`src/rtl/round_sequencer_if.sv`:
```
// round_sequencer_if
//  Bundles the sequencer's game-side signals so the controller and whatever
//  sits around it (check_move, debouncers, display logic, a bench) share one
//  port list.
//  master : the round sequencer (drives chk_start, move, play_freq, status)
//  slave  : the environment (drives go and the check_move verdict lines)
//  Signals:
//   go, chk_ready, chk_correct, chk_halfway   environment -> sequencer
//   chk_start, move[12:0], play_freq[28:0], move_show,
//   score[SCORE_W-1:0], lives[1:0], busy, game_over,
//   round_pass, round_fail, dbg_state[2:0]    sequencer -> environment
interface round_sequencer_if #(
  parameter int SCORE_W = 10
);
  logic               go;
  logic               chk_ready;
  logic               chk_correct;
  logic               chk_halfway;
  logic               chk_start;
  logic [12:0]        move;
  logic [28:0]        play_freq;
  logic               move_show;
  logic [SCORE_W-1:0] score;
  logic [1:0]         lives;
  logic               busy;
  logic               game_over;
  logic               round_pass;
  logic               round_fail;
  logic [2:0]         dbg_state;

  modport master (
    input  go, chk_ready, chk_correct, chk_halfway,
    output chk_start, move, play_freq, move_show, score, lives,
           busy, game_over, round_pass, round_fail, dbg_state
  );

  modport slave (
    output go, chk_ready, chk_correct, chk_halfway,
    input  chk_start, move, play_freq, move_show, score, lives,
           busy, game_over, round_pass, round_fail, dbg_state
  );
endinterface

```
`src/rtl/round_sequencer.sv`:
```
// round_sequencer
//  Bop-it game controller. Picks a pseudo-random move, kicks check_move with
//  a one-cycle start pulse, waits for its verdict, then updates score/lives
//  and shortens the move window after every correct move.
//  Ports:
//   clk   system clock
//   rst   asynchronous, active-high reset
//   bus   round_sequencer_if.master (go / check_move handshake in,
//         move, play_freq, score, lives and status flags out)
//  Handshake with check_move: chk_start is a single-cycle request; the
//  verdict is accepted on the first WAIT cycle where chk_ready=1 (chk_ready
//  acts as "valid", the sequencer is always ready in WAIT), and chk_correct
//  is captured on that same edge. A chk_ready that was already high when
//  the request went out is treated as stale and ignored until it drops.
//  All outputs are registered; dbg_state exposes the FSM state.
module round_sequencer #(
  parameter logic [28:0] FREQ_INIT = 29'd200_000_000,
  parameter logic [28:0] FREQ_STEP = 29'd5_000_000,
  parameter logic [28:0] FREQ_MIN  = 29'd50_000_000,
  parameter logic [1:0]  LIVES     = 2'd3,
  parameter logic [23:0] GAP_CYC   = 24'd25_000_000,
  parameter int          SCORE_W   = 10,
  parameter logic [15:0] LFSR_SEED = 16'hACE1
) (
  input  logic              clk,
  input  logic              rst,
  round_sequencer_if.master bus
);

  typedef enum logic [2:0] {
    S_IDLE  = 3'd0,
    S_ISSUE = 3'd1,
    S_WAIT  = 3'd2,
    S_JUDGE = 3'd3,
    S_GAP   = 3'd4,
    S_OVER  = 3'd5
  } state_t;

  localparam logic [15:0] LFSR_TAPS = 16'hB400;
  // Widened by one bit so FREQ_MIN+FREQ_STEP cannot wrap.
  localparam logic [29:0] FLOOR_THR = {1'b0, FREQ_MIN} + {1'b0, FREQ_STEP};

  state_t             state_q, state_d;
  logic [15:0]        lfsr_q, lfsr_d;
  logic [12:0]        move_q, move_d;
  logic [28:0]        freq_q, freq_d;
  logic [SCORE_W-1:0] score_q, score_d;
  logic [1:0]         lives_q, lives_d;
  logic [23:0]        gap_q, gap_d;
  logic               chk_start_q, chk_start_d;
  logic               move_show_q, move_show_d;
  logic               busy_q, busy_d;
  logic               game_over_q, game_over_d;
  logic               pass_q, pass_d;
  logic               fail_q, fail_d;
  logic               stale_q, stale_d;

  logic [3:0]         lfsr_idx;
  logic [12:0]        next_move;
  logic               issue_now;
  logic               reinit_now;

  // Fold the 4-bit LFSR slice onto 13 moves.
  always_comb begin
    lfsr_idx = lfsr_q[3:0];
    if (lfsr_idx >= 4'd13) lfsr_idx = lfsr_idx - 4'd13;
    next_move = 13'd1 << lfsr_idx;
  end

  always_comb begin
    state_d     = state_q;
    lfsr_d      = {1'b0, lfsr_q[15:1]} ^ (lfsr_q[0] ? LFSR_TAPS : 16'h0000);
    move_d      = move_q;
    freq_d      = freq_q;
    score_d     = score_q;
    lives_d     = lives_q;
    gap_d       = gap_q;
    chk_start_d = 1'b0;
    move_show_d = move_show_q;
    busy_d      = busy_q;
    game_over_d = game_over_q;
    pass_d      = 1'b0;
    fail_d      = 1'b0;
    stale_d     = stale_q;
    issue_now   = 1'b0;
    reinit_now  = 1'b0;

    case (state_q)
      S_IDLE: begin
        if (bus.go) begin
          reinit_now = 1'b1;
          issue_now  = 1'b1;
        end
      end
      S_ISSUE: begin
        state_d = S_WAIT;
        // Remember a ready that was already up while the request went out.
        stale_d = bus.chk_ready;
      end
      S_WAIT: begin
        if (bus.chk_halfway) move_show_d = 1'b0;
        if (bus.chk_ready && !stale_q) begin
          state_d     = S_JUDGE;
          move_show_d = 1'b0;
          if (bus.chk_correct) begin
            pass_d = 1'b1;
            if (score_q != {SCORE_W{1'b1}}) score_d = score_q + 1'b1;
            if ({1'b0, freq_q} <= FLOOR_THR) freq_d = FREQ_MIN;
            else                             freq_d = freq_q - FREQ_STEP;
          end else begin
            fail_d  = 1'b1;
            lives_d = lives_q - 2'd1;
          end
        end else begin
          stale_d = stale_q & bus.chk_ready;
        end
      end
      S_JUDGE: begin
        if (lives_q == 2'd0) begin
          state_d     = S_OVER;
          game_over_d = 1'b1;
          busy_d      = 1'b0;
        end else begin
          state_d = S_GAP;
          gap_d   = 24'd0;
        end
      end
      S_GAP: begin
        if (gap_q >= GAP_CYC - 24'd1) issue_now = 1'b1;
        else                          gap_d = gap_q + 24'd1;
      end
      S_OVER: begin
        if (bus.go) begin
          reinit_now = 1'b1;
          issue_now  = 1'b1;
        end
      end
      default: begin
        state_d = S_IDLE;
        busy_d  = 1'b0;
      end
    endcase

    if (reinit_now) begin
      score_d     = '0;
      lives_d     = LIVES;
      freq_d      = FREQ_INIT;
      game_over_d = 1'b0;
    end
    if (issue_now) begin
      state_d     = S_ISSUE;
      chk_start_d = 1'b1;
      move_d      = next_move;
      move_show_d = 1'b1;
      busy_d      = 1'b1;
    end
  end

  always_ff @(posedge clk or posedge rst) begin
    if (rst) begin
      state_q     <= S_IDLE;
      lfsr_q      <= LFSR_SEED;
      move_q      <= 13'd0;
      freq_q      <= FREQ_INIT;
      score_q     <= '0;
      lives_q     <= LIVES;
      gap_q       <= 24'd0;
      chk_start_q <= 1'b0;
      move_show_q <= 1'b0;
      busy_q      <= 1'b0;
      game_over_q <= 1'b0;
      pass_q      <= 1'b0;
      fail_q      <= 1'b0;
      stale_q     <= 1'b0;
    end else begin
      state_q     <= state_d;
      lfsr_q      <= lfsr_d;
      move_q      <= move_d;
      freq_q      <= freq_d;
      score_q     <= score_d;
      lives_q     <= lives_d;
      gap_q       <= gap_d;
      chk_start_q <= chk_start_d;
      move_show_q <= move_show_d;
      busy_q      <= busy_d;
      game_over_q <= game_over_d;
      pass_q      <= pass_d;
      fail_q      <= fail_d;
      stale_q     <= stale_d;
    end
  end

  assign bus.chk_start  = chk_start_q;
  assign bus.move       = move_q;
  assign bus.play_freq  = freq_q;
  assign bus.move_show  = move_show_q;
  assign bus.score      = score_q;
  assign bus.lives      = lives_q;
  assign bus.busy       = busy_q;
  assign bus.game_over  = game_over_q;
  assign bus.round_pass = pass_q;
  assign bus.round_fail = fail_q;
  assign bus.dbg_state  = state_q;

endmodule

```
`src/flat_wrapper.sv`:
```
// flat-port wrapper written by rule: the top's interface ports become plain ports
module round_sequencer_flat 
#(
  parameter logic [28:0] FREQ_INIT = 29'd200_000_000,
  parameter logic [28:0] FREQ_STEP = 29'd5_000_000,
  parameter logic [28:0] FREQ_MIN  = 29'd50_000_000,
  parameter logic [1:0]  LIVES     = 2'd3,
  parameter logic [23:0] GAP_CYC   = 24'd25_000_000,
  parameter int          SCORE_W   = 10,
  parameter logic [15:0] LFSR_SEED = 16'hACE1
)
  (clk, rst, bus_go, bus_chk_ready, bus_chk_correct, bus_chk_halfway, bus_chk_start, bus_move, bus_play_freq, bus_move_show, bus_score, bus_lives, bus_busy, bus_game_over, bus_round_pass, bus_round_fail, bus_dbg_state);
  round_sequencer_if #(.SCORE_W(SCORE_W)) bus_i ();
  input  logic clk;
  input  logic rst;
  input wire logic [$bits(bus_i.go)-1:0] bus_go;
  input wire logic [$bits(bus_i.chk_ready)-1:0] bus_chk_ready;
  input wire logic [$bits(bus_i.chk_correct)-1:0] bus_chk_correct;
  input wire logic [$bits(bus_i.chk_halfway)-1:0] bus_chk_halfway;
  output wire logic [$bits(bus_i.chk_start)-1:0] bus_chk_start;
  output wire logic [$bits(bus_i.move)-1:0] bus_move;
  output wire logic [$bits(bus_i.play_freq)-1:0] bus_play_freq;
  output wire logic [$bits(bus_i.move_show)-1:0] bus_move_show;
  output wire logic [$bits(bus_i.score)-1:0] bus_score;
  output wire logic [$bits(bus_i.lives)-1:0] bus_lives;
  output wire logic [$bits(bus_i.busy)-1:0] bus_busy;
  output wire logic [$bits(bus_i.game_over)-1:0] bus_game_over;
  output wire logic [$bits(bus_i.round_pass)-1:0] bus_round_pass;
  output wire logic [$bits(bus_i.round_fail)-1:0] bus_round_fail;
  output wire logic [$bits(bus_i.dbg_state)-1:0] bus_dbg_state;
  assign bus_i.go = bus_go;
  assign bus_i.chk_ready = bus_chk_ready;
  assign bus_i.chk_correct = bus_chk_correct;
  assign bus_i.chk_halfway = bus_chk_halfway;
  assign bus_chk_start = bus_i.chk_start;
  assign bus_move = bus_i.move;
  assign bus_play_freq = bus_i.play_freq;
  assign bus_move_show = bus_i.move_show;
  assign bus_score = bus_i.score;
  assign bus_lives = bus_i.lives;
  assign bus_busy = bus_i.busy;
  assign bus_game_over = bus_i.game_over;
  assign bus_round_pass = bus_i.round_pass;
  assign bus_round_fail = bus_i.round_fail;
  assign bus_dbg_state = bus_i.dbg_state;
  round_sequencer #(.FREQ_INIT(FREQ_INIT), .FREQ_STEP(FREQ_STEP), .FREQ_MIN(FREQ_MIN), .LIVES(LIVES), .GAP_CYC(GAP_CYC), .SCORE_W(SCORE_W), .LFSR_SEED(LFSR_SEED)) u_core (.clk(clk), .rst(rst), .bus(bus_i));
endmodule
```
`config.mk`:
```
export PLATFORM = sky130hd
export DESIGN_NAME = round_sequencer_flat
export DESIGN_NICKNAME = d
export VERILOG_FILES = /design/src/rtl/round_sequencer_if.sv /design/src/rtl/round_sequencer.sv /design/src/flat_wrapper.sv
export SDC_FILE = /design/constraint.sdc
export NUM_CORES = 1
export LEC_CHECK = 0
export ABC_AREA = 1
export CAP_MARGIN = 20
export CORE_UTILIZATION = 55
export DETAILED_ROUTE_END_ITERATION = 10
export PLACE_DENSITY = 0.79
export SLEW_MARGIN = 20
export SYNTH_ARGS = -nofsm -noshare
export SYNTH_HDL_FRONTEND = slang
export SYNTH_SLANG_ARGS = --single-unit
```
`constraint.sdc`:
```
create_clock -name clk -period 5.61 [get_ports clk]
set_input_delay 0.561 -clock clk [delete_from_list [all_inputs] [get_ports clk]]
set_output_delay 0.561 -clock clk [all_outputs]
set_load 0.01 [all_outputs]
```
==> results of run 1 <==
==> state kept, by name, indices dropped and copies added (netlist names) <==
| signal | count |
|---|---|
| u_core.bus.move_show | 1 |
| u_core.bus.round_pass | 1 |
| u_core.bus.play_freq | 23 |
| u_core.gap_q | 24 |
| u_core.bus.move | 13 |
| u_core.bus.chk_start | 1 |
| u_core.bus.round_fail | 1 |
| u_core.lfsr_q | 16 |
| u_core.bus.score | 10 |
| u_core.bus.lives | 2 |
| u_core.bus.busy | 1 |
| u_core.bus.dbg_state | 3 |
| u_core.bus.game_over | 1 |
| u_core.stale_q | 1 |
==> layout make-up <==
class,count,area [sq um],area share
multi-input cells,590,2840,0.428
flip-flops and latches,98,2480,0.373
repair buffers,63,628,0.0946
inverters,84,323,0.0486
well taps,133,166,0.0251
clock buffers,10,128,0.0192
clock inverters,6,72.6,0.0109
==> layout by cell type (no fill, tap or decap), drive strengths merged <==
master           n
a21o             1
o21bai           4
buf              1
xnor2            7
dfrtp           76
a31oi            1
o31ai            2
ha               7
nand3b           2
nand4           18
a21boi           1
nor3            16
clkbuf          10
o21ai           47
dfstp           22
o211ai           1
a21oi           20
nor3b            3
nand3           73
nor2           121
o22ai            5
and3             1
clkinv           1
clkdlybuf4s50   62
bufinv           1
nand2          232
inv             88
conb             6
xor2            21
nor4             1
==> power breakdown <==
group	total, uW	leakage (uW)	switching [uW]	internal (uW)
combinational	1170	0.00173	720	449
sequential	1060	0.00127	194	869
clock	488	0.000104	274	214
==> Yosys cell counts, drive strengths merged <==
cell    instances
xor2           21
conb            1
nand3b          2
nor2          121
clkbuf          3
o22ai           5
nand3          73
buf            16
o31ai           2
a31oi           1
ha              7
xnor2           7
nand4          18
dfrtp          76
nor4            1
and3            1
o21bai          4
nand2         232
inv            84
nor3b           3
a21o            1
o21ai          47
a21boi          1
nor3           16
dfstp          22
a21oi          20
o211ai          1
==> cell families (layout without fill, tap and decap cells) <==
family	count (synthesis)	in the layout
AND/OR/NAND/NOR	467	467
buffers and inverters	103	163
flip-flops	98	98
AO/OA/AOI/OAI	82	82
XOR/XNOR	28	28
adder cells (fa/ha/maj)	7	7
other	1	6
==> per-stage QoR <==
stage,worst slack (ns),power (uW),instances,utilization,hold WS [ns]
finish,3.36,2720,984,0.667,0.360
global route,3.20,2910,984,0.667,0.372
CTS,3.35,2720,984,0.667,0.363
detailed placement,3.17,2230,968,0.647,0.339
global placement,3.23,2200,968,0.647,0.337
floorplan,2.52,1810,791,-,0.331
==> per-layer routing <==
layer | vias to the layer above | routed length (um) | global-route usage
li1 | 2627 | - | -
met1 | 2453 | 6350 | 0.371
met2 | 190 | 6080 | 0.408
met3 | 25 | 1040 | 0.0551
met4 | 0 | 257 | 0.0980
met5 | - | 0 | 0
==> worst reg2reg max path: stages (launching register included) <==
cell      delay (ns)
dfstp_2         0.63
inv_1           0.09
ha_1            0.20
inv_1           0.05
o21bai_1        0.12
o21ai_0         0.40
inv_1           0.16
nor3_1          0.31
nand3_1         0.13
nand2_1         0.09
==> worst max-delay path by stage <==
stage                                                 endpoint  slack [ns]  depth (start not counted)
after CTS                      u_core.bus.move[11]$_DFFE_PP0P_        3.35                          9
after detailed placement  u_core.bus.play_freq[22]$_DFFE_PP1P_        3.17                          7
after global routing           u_core.bus.move[11]$_DFFE_PP0P_        3.20                          9
final                          u_core.bus.move[11]$_DFFE_PP0P_        3.36                          9
after floorplan                    u_core.bus.busy$_DFFE_PP0P_        2.52                          1
after global placement         u_core.bus.score[3]$_DFFE_PP0P_        3.23                          7
==> out/metrics.yaml, run 1 <==
hp-class: "reg -> reg"
final_nets: 859
drive_gt1_frac: 0.0764
relSlewSlack: 0.586
overflow: 0
setup_viol: 0
setup_tns_ns: 0
crit_path_start: "u_core.lfsr_q[0]$_DFF_PP1_"
seq_area_frac_synth: 0.430
coreArea_sq_mm: 0.00995
required_ns: 5.93
synth.area.top_cells: "dfrtp_1 (33%), nand2_1 (15%), dfstp_2 (10%), nor2_1 (7.6%), nand3_1 (5.8%)"
synth_top_family_by_area: "simple AND/OR/NAND/NOR gates"
num_io_pins: 69
cp_data_arrival_time_ns: 2.57
yosys.area_share.simple: 0.353
dr.pass1.iters: 5
fin_crit_ns: 2.25
vias: 5295
cap_viol_max_count: 0
synth_top_area_frac: 0.330
fin_area_sq_mm: 0.00664
die_h_um: 104
routed_wirelength_mm: 13.7
antenna_found_initial: 0
start_kind: "flip-flop"
static-leakage-power_uw: 0.00310
hpwl_mm: 10.0
ys_ff_latch: 98
grt_pass1_wl_mm: 23.5
period_share: 0.402
via_per_inst: 5.38
status: "completed"
crit_path_end_kind: "flip-flop"
routedWlPerCell_um: 14.0
htreeDepth: 3
r2r-end: "u_core.bus.move[11]$_DFFE_PP0P_"
synthCells: 786
clock-skew-final_ns: 0.00987
grt_pass1_vias: 4905
holdPathEnd: "u_core.lfsr_q[11]$_DFF_PP1_"
die_w_um: 104
n_antenna_cell: 0
path_max_fanout: 7
cp_slowest_stage_delay_ns: 0.63
cts_resized: 0
hp-start: "u_core.lfsr_q[12]$_DFF_PP0_"
cts_num_sinks: 98
first_iter_violations: 317
synthToLayoutAreaGrowth_pct: 15.3
portBuffers: 62
path_clk_slew_ns: 0.10
root_buffer: "clkbuf_8"
worst_pin_slew_ns: 0.621
p_per_area_mw_per_mm2: 410
cp.buffers_inverters: 3
holdPathStages: 0
critPathSlowestCell: "dfstp_2"
cts_setup_buffers: 0
synth_adder_area_share: 0.0152
max_clock_freq_mhz: 444
initial_core_util: 0.579
r2r_slack_ns: 3.36
gp_congestion: 0.919
synthXorXnorAreaFrac: 0.0426
post_dp_cell_area_sq_mm: 0.00644
critical_path_class: "reg -> reg"
ys_types: 40
synth_warnings: 0
peakVddDrop_mv: 0.261
crit_top_cell: "inv_1"
reg2reg_depth: 9
hold_violations: 0
rsz0062_at_grt: "no"
hold_buffers: 0
maxSlewViolCount: 0
grt_max_degree: 51
clock_latency_ns: 0.38
avgSynthCellArea_sq_um: 7.33
cts_tree: "done"
synthMuxAreaShare: 0
fillers: 881
syn-cell-area_sq_mm: 0.00576
cts_made_buffers: 9
final_antenna_net_count: 0
die-area_sq_mm: 0.0109
synth_compound_area_frac: 0.0786
yosysTopAreaCell: "dfrtp_1"
r2r_start: "u_core.lfsr_q[0]$_DFF_PP1_"
path_delay_family: "flip-flops"
clockBufferDepth: 2
drc: 0
track_usage: 0.266
crit_path_cell_trace: "inv_1, ha_1, inv_1, o21bai_1, o21ai_0, inv_1, nor3_1, nand3_1, nand2_1"
fp-row-count: 36
No activity file was read; power rests on OpenSTA's default activity.
==> run 2: changes to the inputs <==
--- a/config.mk
+++ b/config.mk
@@ -7,9 +7,9 @@
 export LEC_CHECK = 0
 export ABC_AREA = 1
 export CAP_MARGIN = 20
-export CORE_UTILIZATION = 55
+export CORE_UTILIZATION = 51
 export DETAILED_ROUTE_END_ITERATION = 10
-export PLACE_DENSITY = 0.79
+export PLACE_DENSITY = 0.77
 export SLEW_MARGIN = 20
 export SYNTH_ARGS = -nofsm -noshare
 export SYNTH_HDL_FRONTEND = slang
==> constraint.sdc (replaced) <==
create_clock -name clk -period 1.8 [get_ports clk]
set_input_delay 0.18 -clock clk [delete_from_list [all_inputs] [get_ports clk]]
set_output_delay 0.18 -clock clk [all_outputs]
set_load 0.01 [all_outputs]
==> run 2 against run 1 <==
Compared with the run above: clock-buffer cell count rose by 1; non-clock buffer count rose by 70; largest power group unchanged; worst setup slack got worse by 3.3 ns.
==> out/metrics.yaml, run 2 (synthesis gave the netlist of run 1 again) <==
overflow: 0  # unchanged
cts_tree: "done"
max_clock_freq_mhz: 568  # +28%
grt_pass1_vias: 5293  # +7.9%
final_nets: 929  # +8.1%
crit_path_cell_trace: "inv_2, ha_1, inv_2, o21bai_4, o21ai_2, inv_2, nor3_2, nand3_1, nand2_1"
crit_top_cell: "inv_2"
largest_reg_flops: 24  # unchanged
final_antenna_net_count: 0  # unchanged
fin_crit_ns: 1.76  # -0.491 ns
grtUsageMet3: 0.0603  # +0.00514
path_clk_slew_ns: 0.07  # -0.03 ns
r2r_slack_ns: 0.04  # -3.32 ns
path_max_fanout: 4  # -3
root_buffer: "clkbuf_16"
switchingPower_uw: 4070  # +240%
start_kind: "flip-flop"
hold_violations: 0  # unchanged
crit_path_end_kind: "flip-flop"
p_per_area_mw_per_mm2: 1320  # +220%
static-leakage-power_uw: 0.00352  # +14%
peakVddDrop_mv: 1.11  # +330%
synthToLayoutAreaGrowth_pct: 30.2
utilization: 0.686  # +0.0189
required_ns: 2.09  # -3.84 ns
dr.pass1.iters: 5  # unchanged
critPathSlowestCell: "dfstp_2"
path_delay_family: "flip-flops"
first_iter_violations: 384  # +21%
coreArea_sq_mm: 0.0109  # +9.9%
status: "completed"
grtUsageMet1: 0.376  # +0.00441
die-area_sq_mm: 0.0117  # +7.7%
n_antenna_cell: 0  # unchanged
r2r-end: "u_core.bus.move[3]$_DFFE_PP0P_"
post_dp_cell_area_sq_mm: 0.00688  # +6.9%
cts_num_sinks: 98  # unchanged
fp-row-count: 38  # +5.6%
num_io_pins: 69  # unchanged
rsz0062_at_grt: "yes"
cp_slowest_stage_delay_ns: 0.57  # -0.06 ns
hp-class: "in -> async"
via_per_inst: 5.34  # -0.85%
layout_common_cells: "nand2_1 (222), nor2_1 (100), dfrtp_1 (72), inv_1 (69), buf_4 (69)"
reg2reg_depth: 9  # unchanged
grtUsageMet2: 0.445  # +0.0372
grt_max_degree: 44  # -14%
sw_frac_of_total: 0.410  # -0.0266
die_w_um: 108  # +3.8%
portBuffers: 62  # unchanged
routedWlPerCell_um: 14.8  # +6.0%
routed_wirelength_mm: 15.7  # +14%
gp_congestion: 0.951  # +3.5%
grt_pass1_wl_mm: 25.3  # +7.6%
cp.buffers_inverters: 3  # unchanged
drc: 0  # unchanged
hpwl_mm: 11.4  # +13%
clock_latency_ns: 0.35  # -0.03 ns
cap_viol_max_count: 0  # unchanged
vias: 5661  # +6.9%
clockBufferDepth: 2  # unchanged
die_h_um: 108  # +3.8%
cts_made_buffers: 9  # unchanged
cp_data_arrival_time_ns: 2.05  # -0.52 ns
fin_area_sq_mm: 0.00750  # +13%
clock-skew-final_ns: 0.00635  # -0.00352 ns
max_flop_register: "u_core.gap_q"
setup_viol: 0  # unchanged
critical_path_class: "reg -> reg"
seq_power_share: 0.325  # -0.066
pwr-share-comb: 0.476  # +0.046
r2r_start: "u_core.lfsr_q[0]$_DFF_PP1_"
period_share: 0.979  # +0.577
final_common_cell: "nand2_1"
htreeDepth: 3  # unchanged
pwr-share-clk: 0.200  # +0.021
busiest_layer: "met2"
p_int_uw: 5850  # +280%
track_usage: 0.277  # +0.0110
antenna_found_initial: 0  # unchanged
maxSlewViolCount: 0  # unchanged
initial_core_util: 0.527  # -0.0519
drive_gt1_frac: 0.198  # +0.121
## run 2: area by class of cell
cell class | instances | area (sq um)
clock inverter | 5 | 61.3
tap | 140 | 175
sequential | 98 | 2480
inverter | 84 | 334
clock buffer | 11 | 243
fill | 906 | 3430
timing repair buffer | 133 | 1180
multi-input combinational | 590 | 3020
## run 2: per-layer routing
layer | share of wire | up-vias
met5 | 0 | -
met4 | 0.023 | 0
met3 | 0.064 | 30
met2 | 0.47 | 199
met1 | 0.44 | 2661
li1 | - | 2771
## run 2: how the worst max path moves through the flow
| stage | end | startpoint | cells after the start | slack [ns] |
|---|---|---|---|---|
| after floorplan | u_core.bus.move[5]$_DFFE_PP0P_ | u_core.lfsr_q[0]$_DFF_PP1_ | 11 | -0.007 |
| final | u_core.bus.move[3]$_DFFE_PP0P_ | u_core.lfsr_q[0]$_DFF_PP1_ | 9 | 0.04 |
| after global placement | u_core.bus.play_freq[17]$_DFFE_PP1P_ | u_core.bus.play_freq[9]$_DFFE_PP1P_ | 9 | 0.02 |
| after global routing | u_core.bus.play_freq[20]$_DFFE_PP0P_ | u_core.bus.play_freq[9]$_DFFE_PP1P_ | 11 | -0.08 |
| after CTS | u_core.gap_q[11]$_DFFE_PP0P_ | u_core.bus.dbg_state[2]$_DFFE_PP0P_ | 10 | -0.01 |
| after detailed placement | u_core.bus.score[3]$_DFFE_PP0P_ | bus_chk_ready | 11 | -0.12 |
## run 2: what timing repair did
item	CTS	global route
hold buffers	0	0
pin swaps	0	13
endpoints found under the setup margin	20	60
endpoints found under the hold margin	0	0
gates resized for setup	10	56
setup buffers	0	18
gates cloned	0	0
## run 2: power by group through the flow
stage	Sequential, uW	Combinational, uW	Clock (uW)
3_5_place_dp	3210	4330	0
4_1_cts	3190	4390	2030
6_report	3220	4720	1980
5_1_grt	3280	5190	2110
3_3_place_gp	3200	4220	0
2_1_floorplan	3310	2340	0
## run 2: metrics by stage
step | setup TNS [ns] | setup WS, ns | hold WS (ns) | std cells | total power, uW
floorplan | -0.0211 | -0.00703 | 0.257 | 791 | 5650
global placement | 0 | 0.0183 | 0.336 | 1027 | 7420
detailed placement | -0.621 | -0.122 | 0.336 | 1027 | 7540
CTS | -0.00956 | -0.00956 | 0.188 | 1043 | 9600
global route | -0.615 | -0.0761 | 0.215 | 1061 | 10600
finish | 0 | 0.0384 | 0.186 | 1061 | 9920
